===== src/rtl/can_pkg.sv =====
// Shared constants and FSM state type for the CAN 2.0A base-frame transmitter.
// Contents:
//   CAN_HDR_BITS    : SOF..DLC bit count (frame with zero data bytes)
//   CAN_CRC_BITS    : CRC field width
//   CAN_TAIL_BITS   : CRC delimiter + ACK slot + ACK delimiter + 7-bit EOF
//   CAN_STUFF_LIMIT : run length that forces a stuff bit
//   CAN_CRC_POLY    : CRC-15 generator polynomial used by the downstream CRC stage
//   CAN_BUF_BITS    : frame buffer width (largest header + data + CRC)
//   can_state_e     : transmitter FSM states
package can_pkg;

  localparam int          CAN_HDR_BITS    = 19;
  localparam int          CAN_CRC_BITS    = 15;
  localparam int          CAN_TAIL_BITS   = 10;
  localparam int          CAN_STUFF_LIMIT = 5;
  localparam logic [14:0] CAN_CRC_POLY    = 15'h4599;
  localparam int          CAN_BUF_BITS    = 98;

  typedef enum logic [2:0] {
    ST_IDLE,
    ST_BUILD,
    ST_CAPT,
    ST_WAIT,
    ST_TX_STUFF,
    ST_TX_TAIL,
    ST_IFS
  } can_state_e;

endpackage


===== src/rtl/can_bit_stuffer.sv =====
// Bit-rate output stage: drives the serial line and inserts stuff bits.
// Ports:
//   clk, rst      : clock, synchronous active-high reset (line goes recessive)
//   tick_i        : one-clk pulse per CAN bit time
//   en_i          : stuffed region active; when low a tick drives recessive and
//                   clears the run counter
//   bit_i         : next frame bit to transmit
//   tx_bit_o      : registered serial line (1 = recessive)
//   consume_o     : frame bit bit_i was sent this tick (low on stuff ticks)
//   stuff_pend_o  : the next stuffed-region tick will carry a stuff bit
module can_bit_stuffer
  import can_pkg::*;
(
  input  logic clk,
  input  logic rst,
  input  logic tick_i,
  input  logic en_i,
  input  logic bit_i,
  output logic tx_bit_o,
  output logic consume_o,
  output logic stuff_pend_o
);

  logic       tx_q;
  logic [2:0] run_q;
  logic       out_bit;

  assign stuff_pend_o = (run_q == 3'(CAN_STUFF_LIMIT));
  // A stuff bit is the complement of the last transmitted bit.
  assign out_bit      = stuff_pend_o ? ~tx_q : bit_i;
  assign consume_o    = tick_i && en_i && !stuff_pend_o;
  assign tx_bit_o     = tx_q;

  always_ff @(posedge clk) begin
    if (rst) begin
      tx_q  <= 1'b1;
      run_q <= '0;
    end else if (tick_i) begin
      if (en_i) begin
        tx_q <= out_bit;
        // run_q == 0 marks "no previous bit" so SOF always opens a run of 1.
        if ((run_q == 3'd0) || (out_bit != tx_q)) begin
          run_q <= 3'd1;
        end else begin
          run_q <= run_q + 3'd1;
        end
      end else begin
        tx_q  <= 1'b1;
        run_q <= '0;
      end
    end
  end

endmodule


===== src/rtl/can_tx_framer.sv =====
// CAN 2.0A base-format data/remote frame transmitter.
// Builds the unstuffed SOF..data bit stream into an external serial CRC-15
// stage (one bit per clk), captures the CRC, then sends the stuffed region,
// the fixed tail and the interframe space paced by bit_tick.
// Ports:
//   clk, rst        : clock, synchronous active-high reset (aborts any frame)
//   start / ready   : frame request, accepted when start && ready
//   id, rtr, dlc    : header fields, captured on accept
//   data            : payload, byte0 = data[63:56], captured on accept
//   bit_tick        : one-clk pulse per CAN bit time
//   crc_en, crc_bit : serial feed to the CRC stage (enable high for N clks)
//   crc_frm         : CRC stage result, sampled in ST_CAPT
//   tx_bit          : serial line, 1 = recessive
//   busy            : any state other than idle
//   done            : one-clk pulse after the interframe space
module can_tx_framer
  import can_pkg::*;
#(
  parameter int MAX_BYTES = 8,
  parameter int IFS_BITS  = 3
) (
  input  logic        clk,
  input  logic        rst,
  input  logic        start,
  output logic        ready,
  input  logic [10:0] id,
  input  logic        rtr,
  input  logic [3:0]  dlc,
  input  logic [63:0] data,
  input  logic        bit_tick,
  output logic        crc_en,
  output logic        crc_bit,
  input  logic [14:0] crc_frm,
  output logic        tx_bit,
  output logic        busy,
  output logic        done
);

  localparam logic [6:0] TOP_IDX = 7'(CAN_BUF_BITS - 1);

  can_state_e  state_q;
  logic        ready_q, busy_q, done_q, crc_en_q, crc_bit_q;
  logic [6:0]  idx_q;
  logic [6:0]  n_q;
  logic [3:0]  cnt_q;
  logic [97:0] buf_q;

  logic [3:0]  nbytes;
  logic [6:0]  n_d;
  logic [6:0]  end_idx;
  logic [6:0]  crc_sh;
  logic        accept, frame_bit, region_en, consume, stuff_pend;

  assign accept    = (state_q == ST_IDLE) && start;
  assign nbytes    = rtr ? 4'd0 : ((dlc > 4'(MAX_BYTES)) ? 4'(MAX_BYTES) : dlc);
  assign n_d       = 7'(CAN_HDR_BITS) + {nbytes, 3'b000};
  // One past the last CRC bit: all stuffed-region frame bits are consumed here.
  assign end_idx   = n_q + 7'(CAN_CRC_BITS);
  // LSB position of the CRC field inside the MSB-first buffer.
  assign crc_sh    = 7'(CAN_BUF_BITS - CAN_CRC_BITS) - n_q;
  // Frame bit k lives at buf_q[97-k].
  assign frame_bit = buf_q[TOP_IDX - idx_q];
  // Stay in the stuffed region after the last CRC bit while a stuff bit is owed.
  assign region_en = (state_q == ST_WAIT) ||
                     ((state_q == ST_TX_STUFF) && ((idx_q != end_idx) || stuff_pend));

  assign ready   = ready_q;
  assign busy    = busy_q;
  assign done    = done_q;
  assign crc_en  = crc_en_q;
  assign crc_bit = crc_bit_q;

  // Ticks outside the stuffed region simply hold the line recessive, so the
  // stuffer can see every bit_tick, including those ignored during BUILD.
  can_bit_stuffer u_stuffer (
    .clk          (clk),
    .rst          (rst),
    .tick_i       (bit_tick),
    .en_i         (region_en),
    .bit_i        (frame_bit),
    .tx_bit_o     (tx_bit),
    .consume_o    (consume),
    .stuff_pend_o (stuff_pend)
  );

  // Field capture on accept; CRC field spliced in at bits N..N+14 in ST_CAPT.
  always_ff @(posedge clk) begin
    if (accept) begin
      n_q   <= n_d;
      buf_q <= {1'b0, id, rtr, 2'b00, dlc, data, 15'd0};
    end else if (state_q == ST_CAPT) begin
      buf_q <= (buf_q & ~({83'd0, 15'h7FFF} << crc_sh)) | ({83'd0, crc_frm} << crc_sh);
    end
  end

  always_ff @(posedge clk) begin
    if (rst) begin
      state_q   <= ST_IDLE;
      ready_q   <= 1'b1;
      busy_q    <= 1'b0;
      done_q    <= 1'b0;
      crc_en_q  <= 1'b0;
      crc_bit_q <= 1'b0;
      idx_q     <= '0;
      cnt_q     <= '0;
    end else begin
      done_q <= 1'b0;
      unique case (state_q)
        ST_IDLE: begin
          if (start) begin
            state_q   <= ST_BUILD;
            ready_q   <= 1'b0;
            busy_q    <= 1'b1;
            crc_en_q  <= 1'b1;
            crc_bit_q <= 1'b0;     // SOF
            idx_q     <= 7'd1;
          end
        end
        ST_BUILD: begin
          if (idx_q == n_q) begin
            state_q   <= ST_CAPT;
            crc_en_q  <= 1'b0;
            crc_bit_q <= 1'b0;
            idx_q     <= '0;
          end else begin
            crc_bit_q <= frame_bit;
            idx_q     <= idx_q + 7'd1;
          end
        end
        ST_CAPT: state_q <= ST_WAIT;
        ST_WAIT: begin
          if (bit_tick) begin
            state_q <= ST_TX_STUFF;
            idx_q   <= idx_q + 7'd1;
          end
        end
        ST_TX_STUFF: begin
          if (bit_tick) begin
            if (region_en) begin
              if (consume) idx_q <= idx_q + 7'd1;
            end else begin
              // This tick already carries the CRC delimiter.
              state_q <= ST_TX_TAIL;
              cnt_q   <= 4'd1;
            end
          end
        end
        ST_TX_TAIL: begin
          if (bit_tick) begin
            if (cnt_q == 4'(CAN_TAIL_BITS - 1)) begin
              state_q <= ST_IFS;
              cnt_q   <= '0;
            end else begin
              cnt_q <= cnt_q + 4'd1;
            end
          end
        end
        ST_IFS: begin
          if (bit_tick) begin
            if (cnt_q == 4'(IFS_BITS - 1)) begin
              state_q <= ST_IDLE;
              ready_q <= 1'b1;
              busy_q  <= 1'b0;
              done_q  <= 1'b1;
            end else begin
              cnt_q <= cnt_q + 4'd1;
            end
          end
        end
        default: state_q <= ST_IDLE;
      endcase
    end
  end

endmodule

===== config.mk =====
export PLATFORM = sky130hd
export DESIGN_NAME = can_tx_framer
export DESIGN_NICKNAME = d
export VERILOG_FILES = /design/src/rtl/can_pkg.sv /design/src/rtl/can_bit_stuffer.sv /design/src/rtl/can_tx_framer.sv
export SDC_FILE = /design/constraint.sdc
export NUM_CORES = 1
export LEC_CHECK = 0
export BUFFER_PORTS_ARGS = -buffer_cell sky130_fd_sc_hd__buf_2
export CAP_MARGIN = 10
export CELL_PAD_IN_SITES_DETAIL_PLACEMENT = 0
export CELL_PAD_IN_SITES_GLOBAL_PLACEMENT = 1
export CORE_MARGIN = 2
export CORE_UTILIZATION = 41
export CTS_CLUSTER_SIZE = 8
export DETAILED_ROUTE_END_ITERATION = 12
export PLACE_DENSITY_LB_ADDON = 0.1
export SYNTH_ARGS = -nofsm -noshare
export SYNTH_HDL_FRONTEND = slang
export SYNTH_SLANG_ARGS = --single-unit

===== constraint.sdc =====
create_clock -name clk -period 4.03 [get_ports clk]
set_clock_uncertainty 0.2 [all_clocks]
set_input_delay 0.806 -clock clk [delete_from_list [all_inputs] [get_ports clk]]
set_output_delay 0.806 -clock clk [all_outputs]
set_load 0.01 [all_outputs]

==> impl_metrics.csv, run 1 <==
group,metric,value,unit
pwr,power_density,537.1,nW/um2
timing,fmax,0.2963,GHz
pwr,ir_drop,0.2900,mV
worst_setup_path,r2r_cells,9,
drt,drtIter0Drc,816,
synthesis,synth_ff_type,"edfxtp_1",
synthesis,synth_top_family_by_area,"compound AO/OA/AOI/OAI gates",
clock_network,cts_sinks,125,
cells_and_area,seq_area,3343,um2
drt,antenna_left,0,
worst_setup_path,end_kind,"register",
synthesis,synth_fa_ha_area_share,3.139,%
worst_setup_path,start_kind,"register",
clock_network,cts_tree,"built",
synthesis,synth_commonest_cells,"nor2_1 (99), nand2_1 (90), edfxtp_1 (84), o21ai_0 (61), a21oi_1 (46)",
drt,viasPerCell,6.153,
floorplanning,die_w,139.9,um
grt,grt_pass1_vias,6825,
synthesis,syn_avg_cell_area,9.720,um2
cells_and_area,drive_above_1_share,21.76,%
grt,grt_max_degree,81,
floorplanning,dieArea,19570,um2
synthesis,synth_edf_count,84,
clock_network,cts_buffers,17,
synthesis,ys_seq_elements,125,
clock_network,root_buffer,"clkbuf_16",
clock_network,clkLatencyLatePin,0.42,ns
clock_network,cts_setup_buffers,0,
pwr,finalPower,4826,uW
timing,slew_headroom,23.56,%
synthesis,synth-simple-area-share,16.33,%
job,cap_viol_max_count,0,
synthesis,synth_top_area_cell,"edfxtp_1",
hold_path,min_path_type,"register to register",
floorplanning,fp.coreArea,18020,um2
clock_network,cts_resized,0,
worst_setup_path,r2r_end,"u_stuffer.run_q[2]",
hold_path,hp-start,"busy",
synthesis,syn_nets,897,
worst_setup_path,path_buf_inv,2,
synthesis,synth_compound_area_share,20.60,%
hold_path,hold_path_depth,2,
worst_setup_path,cp_cell_sequence,"inv_1, ha_1, buf_4, mux4_2, mux4_2, a311o_1, a21boi_2, nor3b_1, a311o_1",
worst_setup_path,r2r-start,"idx_q[2]",
synthesis,ys_seq_area_share,44.15,%
timing,fin_crit,3.374,ns
clock_network,postCtsHoldBufs,0,
clock_network,clk_pin_slew,0.05,ns
timing,fin_tns_setup,0,ns
synthesis,syn_area,7572,um2
grt,track_usage,25.86,%
status,status,"finished clean",
floorplanning,fp-row-count,49,
cells_and_area,antenna_cells,0,
drt,drcViolationCount,0,
floorplanning,die_y,139.9,um
worst_setup_path,max_stage_delay,0.47,ns
timing,slew_violations,0,
grt,grt_antenna_before_repair,0,
placed_design,dp_hpwl,18.43,mm
hold_path,holdPathEnd,"busy",
timing,hold_viol,0,
synthesis,ys_types,64,
synthesis,synthMuxAreaShare,9.451,%
drt,wl,25.28,mm
drt,vias,6867,
drt,wire_per_inst,22.65,um
pwr,p_leak,0.003333,uW
synthesis,synthCells,779,
timing,worst_pin_slew,1.147,ns
timing,setup_viol,0,
cells_and_area,nFillCells,1753,
placed_design,dp_cells,1085,
cells_and_area,finalNonFillerCells,1116,
drt,drt_pre_antenna_iters,5,
worst_setup_path,cp_top_family,"compound AO/OA/AOI/OAI gates",
floorplanning,ioPinCount,105,
cells_and_area,layout.nets,993,
placed_design,globalplace.congestion,0.9121,
placed_design,port_buffers,104,
worst_setup_path,arrival,3.48,ns
timing,rsz0062_at_grt,"false",
grt,grt_pass1_wl,38.92,mm
synthesis,synth_most_common_cell,"nor2_1",
cells_and_area,multiInputGateArea,3950,um2
synthesis,yosys-top-cells-area,"edfxtp_1 (33%), dfxtp_1 (11%), mux4_2 (7.4%)",
worst_setup_path,reg2reg_slack,0.66,ns
synthesis,ys_async_sr_fraction,0,%
timing,period_share,83.73,%
clock_network,cts_htree_levels,4,
clock_network,cts_buffer_depth,2,
cells_and_area,syn_to_final_growth,18.67,%
worst_setup_path,cp_slowest_cell,"dfxtp_1",
worst_setup_path,crit_fanout,19,
floorplanning,initial_core_util,42.01,%
synthesis,ys_warn_count,0,
grt,grt.overflow.total,0,
worst_setup_path,critPathKind,"register to register",
synthesis,synth_top_area_share,33.31,%
worst_setup_path,crit_required,4.13,ns
synthesis,yosys.area_share.xor_xnor,2.545,%
==> routing by layer <==
| layer | routed length, um | vias up | GRT usage [%] | part of all wire, % |
|---|---|---|---|---|
| met3 | 1851 | 56 | 4.923 | 7.3 |
| li1 | - | 3143 | - | - |
| met5 | 0 | - | 0 | 0 |
| met4 | 837 | 0 | 9.842 | 3.3 |
| met2 | 12160 | 329 | 42.52 | 48 |
| met1 | 10430 | 3339 | 34.04 | 41 |
==> sequential cells by signal, indices dropped and copies added (netlist names), 3 cells and up <==
name and flops:
idx_q 7, u_stuffer.run_q 3, state_q 3, buf_q 98, cnt_q 4, n_q 4
==> cells by family (layout without fill, tap and decap cells) <==
family	Yosys count	in the layout
and+or+nand+nor	276	276
xor gates and xnor gates	22	22
muxes	40	40
adders and majority gates	19	19
DFF	125	125
AOI/OAI and AO/OA	226	226
buffers and inverters	71	179
==> area by class of cell <==
class,count,share of cell area (%)
Multi-Input combinational cell,583,43.96
Sequential cell,125,37.20
Timing Repair Buffer,125,7.686
Clock buffer,19,4.818
Tap cell,229,3.189
Clock inverter,12,2.172
Inverter,23,0.9747
==> worst reg2reg max path, delay by kind of cell (launching register included) <==
kind / cells / cell delay, ns
multiplexers: 2 / 0.81
adder cells (fa/ha/maj): 1 / 0.33
AND/OR/NAND/NOR: 1 / 0.09
AO/OA/AOI/OAI: 3 / 1.00
buffers and inverters: 2 / 0.38
flip-flops: 1 / 0.47
==> stage by stage <==
step / util, % / worst slack, ns / area (um2) / hold slack (ns)
3_3_place_gp: 46.37 / 0.7663 / 8358 / 0.2605
4_1_cts: 49.85 / 0.6661 / 8986 / 0.2983
6_report: 49.85 / 0.6556 / 8986 / 0.2914
2_1_floorplan: - / 0.09773 / 7572 / 0.2433
5_1_grt: 49.85 / 0.5254 / 8986 / 0.3126
3_5_place_dp: 46.37 / 0.6768 / 8358 / 0.2871
==> placed cells by master (no fill, tap or decap), types with 11 or more instances in the layout <==
cell type and instances:
buf_2 104, nor2_1 99, nand2_1 89, edfxtp_1 84
o21ai_0 61, a21oi_1 46, dfxtp_1 41, a221o_1 28
a22oi_1 28, mux4_2 25, inv_1 22, nand3_1 21
buf_4 20, nor3_1 19, ha_1 19, clkbuf_16 17
xnor2_1 14, mux2i_1 13, a32oi_1 11
==> worst max-delay path by stage <==
| stage | start | to | slack [ns] | cells after the start |
|---|---|---|---|---|
| 2_1_floorplan | state_q[2] | buf_q[15] | 0.1 | 7 |
| 3_3_place_gp | idx_q[2] | u_stuffer.run_q[2] | 0.77 | 9 |
| 3_5_place_dp | idx_q[2] | u_stuffer.run_q[2] | 0.68 | 9 |
| 4_1_cts | idx_q[2] | u_stuffer.run_q[2] | 0.67 | 9 |
| 5_1_grt | idx_q[2] | u_stuffer.run_q[2] | 0.53 | 9 |
| 6_report | idx_q[2] | u_stuffer.run_q[2] | 0.66 | 9 |
==> where the power goes <==
part	internal (uW)	switching (uW)	total, uW
Sequential	1670	159	1830
Combinational	493	818	1310
Clock	1090	594	1680
Note: power is estimated with default switching activity, not from simulation.
==> run 2, diff against run 1 <==
Settings changed: CORE_UTILIZATION 41 to 45.
Clock period 4.03 ns to 3.3 ns, I/O delays scaled along.
==> run 2 against run 1 <==
Net effect: clock power up 11%; final cell count unchanged; largest power group unchanged; core utilization rose by 5.1 points; die area fell by 8.6%; worst setup slack lost 0.45 ns; critical path depth stayed put; critical path type unchanged; sequential share of layout area fell by 0.35 points; register-to-register slack lost 0.45 ns; combinational power up 27%; via count decreased by 1.5%.
==> impl_metrics.csv, run 2 (synthesis gave the netlist of run 1 again) <==
group,metric,value,unit
pwr,p_sw_share,32.80,%
timing,slew_headroom,57.81,%
cells_and_area,multiInputGateArea,3978,um2
timing,fmax,0.3230,GHz
worst_setup_path,crit_fanout,19,
clock_network,clkLatencyLatePin,0.42,ns
cells_and_area,antenna_cells,0,
drt,drtIter0Drc,625,
pwr,power_frac_clock,32.5,%
placed_design,globalplace.congestion,0.9908,
grt,grt_antenna_before_repair,0,
timing,worst_pin_slew,0.6328,ns
cells_and_area,seq_area,3344,um2
clock_network,cts_tree,"built",
cells_and_area,syn_to_final_growth,19.84,%
worst_setup_path,r2r-start,"idx_q[1]",
timing,period_share,93.81,%
timing,fin_crit,3.096,ns
grt,grt_pass1_wl,37.94,mm
floorplanning,fp-row-count,47,
floorplanning,initial_core_util,45.82,%
cells_and_area,mostFrequentLayoutCell,"buf_2",
drt,vias,6763,
cells_and_area,top_regs,"buf_q: 98 flops, idx_q: 7 flops",
grt,grt_max_degree,68,
placed_design,port_buffers,104,
hold_path,hp-start,"buf_q[97]",
worst_setup_path,arrival,3.21,ns
clock_network,cts_buffer_depth,2,
grt,grt_pass1_vias,6676,
cells_and_area,most-common-layout-cells,"buf_2 (104), nor2_1 (99), nand2_1 (89), edfxtp_1 (84), o21ai_0 (61)",
worst_setup_path,end_kind,"register",
timing,hold_slack,0.2839,ns
floorplanning,dieArea,17880,um2
hold_path,holdPathEnd,"buf_q[97]",
clock_network,root_buffer,"clkbuf_16",
drt,drcViolationCount,0,
timing,hold_viol,0,
clock_network,postCtsHoldBufs,0,
worst_setup_path,r2r_cells,9,
drt,wl,24.68,mm
grt,grt.overflow.total,0,
placed_design,preCtsSetupSlack,0.1603,ns
clock_network,cts_sinks,125,
timing,setup_viol,0,
cells_and_area,utilization,54.92,%
status,status,"finished clean",
floorplanning,die_y,133.7,um
worst_setup_path,start_kind,"register",
cells_and_area,largest_register,"buf_q",
worst_setup_path,critPathKind,"register to register",
pwr,p_switching,1885,uW
cells_and_area,largest_register_ffs,98,
grt,track_usage,27.97,%
pwr,pwr-share-comb,29.0,%
pwr,ir_drop,0.4217,mV
worst_setup_path,crit_required,3.41,ns
job,cap_viol_max_count,0,
drt,wire_per_inst,22.11,um
pwr,p_seq_share,38.5,%
clock_network,cts_buffers,17,
pwr,intPower,3861,uW
timing,slew_violations,0,
clock_network,clk_pin_slew,0.06,ns
hold_path,min_path_type,"register to register",
cells_and_area,nFillCells,1540,
placed_design,dp_hpwl,17.80,mm
pwr,power_density,633.1,nW/um2
worst_setup_path,r2r_end,"u_stuffer.run_q[2]",
hold_path,hold_path_depth,2,
floorplanning,ioPinCount,105,
cells_and_area,fin_area,9075,um2
cells_and_area,layout.nets,1001,
floorplanning,die_w,133.7,um
placed_design,placed_area,8478,um2
pwr,p_leak,0.003372,uW
timing,layout_setup_ws,0.2043,ns
timing,rsz0062_at_grt,"false",
cells_and_area,drive_above_1_share,22.77,%
clock_network,cts_htree_levels,4,
drt,drt_pre_antenna_iters,5,
drt,antenna_left,0,
drt,viasPerCell,6.060,
floorplanning,fp.coreArea,16520,um2
worst_setup_path,reg2reg_slack,0.20,ns
timing,fin_tns_setup,0,ns
==> run 2: cell count changes in the layout (fill, tap and decap cells not counted), moves of 3 or more <==
cell / previous run / this run
buf_12: 1 / 6
clkbuf_1: 2 / 5
bufinv_16: 5 / 2
clkbuf_8: 0 / 3
==> run 2: area by class of cell <==
cell class / instances / area share (%)
Sequential cell: 125 / 36.85
Clock buffer: 25 / 5.350
Clock inverter: 7 / 0.9651
Timing Repair Buffer: 133 / 9.003
Inverter: 23 / 0.9651
Tap cell: 220 / 3.033
Multi-Input combinational cell: 583 / 43.83
==> run 2: how the worst max path moves through the flow <==
stage / to / startpoint / cells after the start
global route: u_stuffer.run_q[0] / idx_q[1] / 9
finish: u_stuffer.run_q[2] / idx_q[1] / 9
global placement: u_stuffer.run_q[2] / idx_q[1] / 9
detailed placement: u_stuffer.run_q[2] / idx_q[1] / 9
CTS: buf_q[0] / n_q[4] / 9
floorplan: u_stuffer.run_q[2] / idx_q[1] / 10
==> run 2: worst max-delay path: stages, from the launching register on <==
cell	delay, ns
dfxtp_2	0.35
inv_1	0.07
ha_1	0.33
buf_6	0.22
mux4_2	0.32
mux4_2	0.46
a311o_1	0.44
a21boi_2	0.22
nor3b_1	0.08
a311o_1	0.30
==> run 2: through the flow <==
stage / instances / total power, uW
global route: 1116 / 5976
floorplan: 779 / 3237
global placement: 1084 / 3847
CTS: 1116 / 5733
finish: 1116 / 5745
detailed placement: 1084 / 3880
==> run 2: power by group through the flow <==
stage / Combinational [uW] / Sequential (uW) / Clock (uW)
floorplan: 1070 / 2170 / 0
global placement: 1610 / 2230 / 0
detailed placement: 1640 / 2240 / 0
CTS: 1650 / 2210 / 1870
global route: 1800 / 2240 / 1930
finish: 1670 / 2210 / 1860
==> run 2: layer usage <==
metal	up-vias	wire (um)	global-route usage, %
met1	3300	10380	36.69
met5	-	0	0
li1	3155	-	-
met3	44	1687	5.746
met4	0	800	10.64
met2	264	11810	45.70
==> run 2: timing repair <==
item,in CTS,in global routing
setup endpoints to repair,0,25
resized for setup,0,4
buffers inserted,0,0
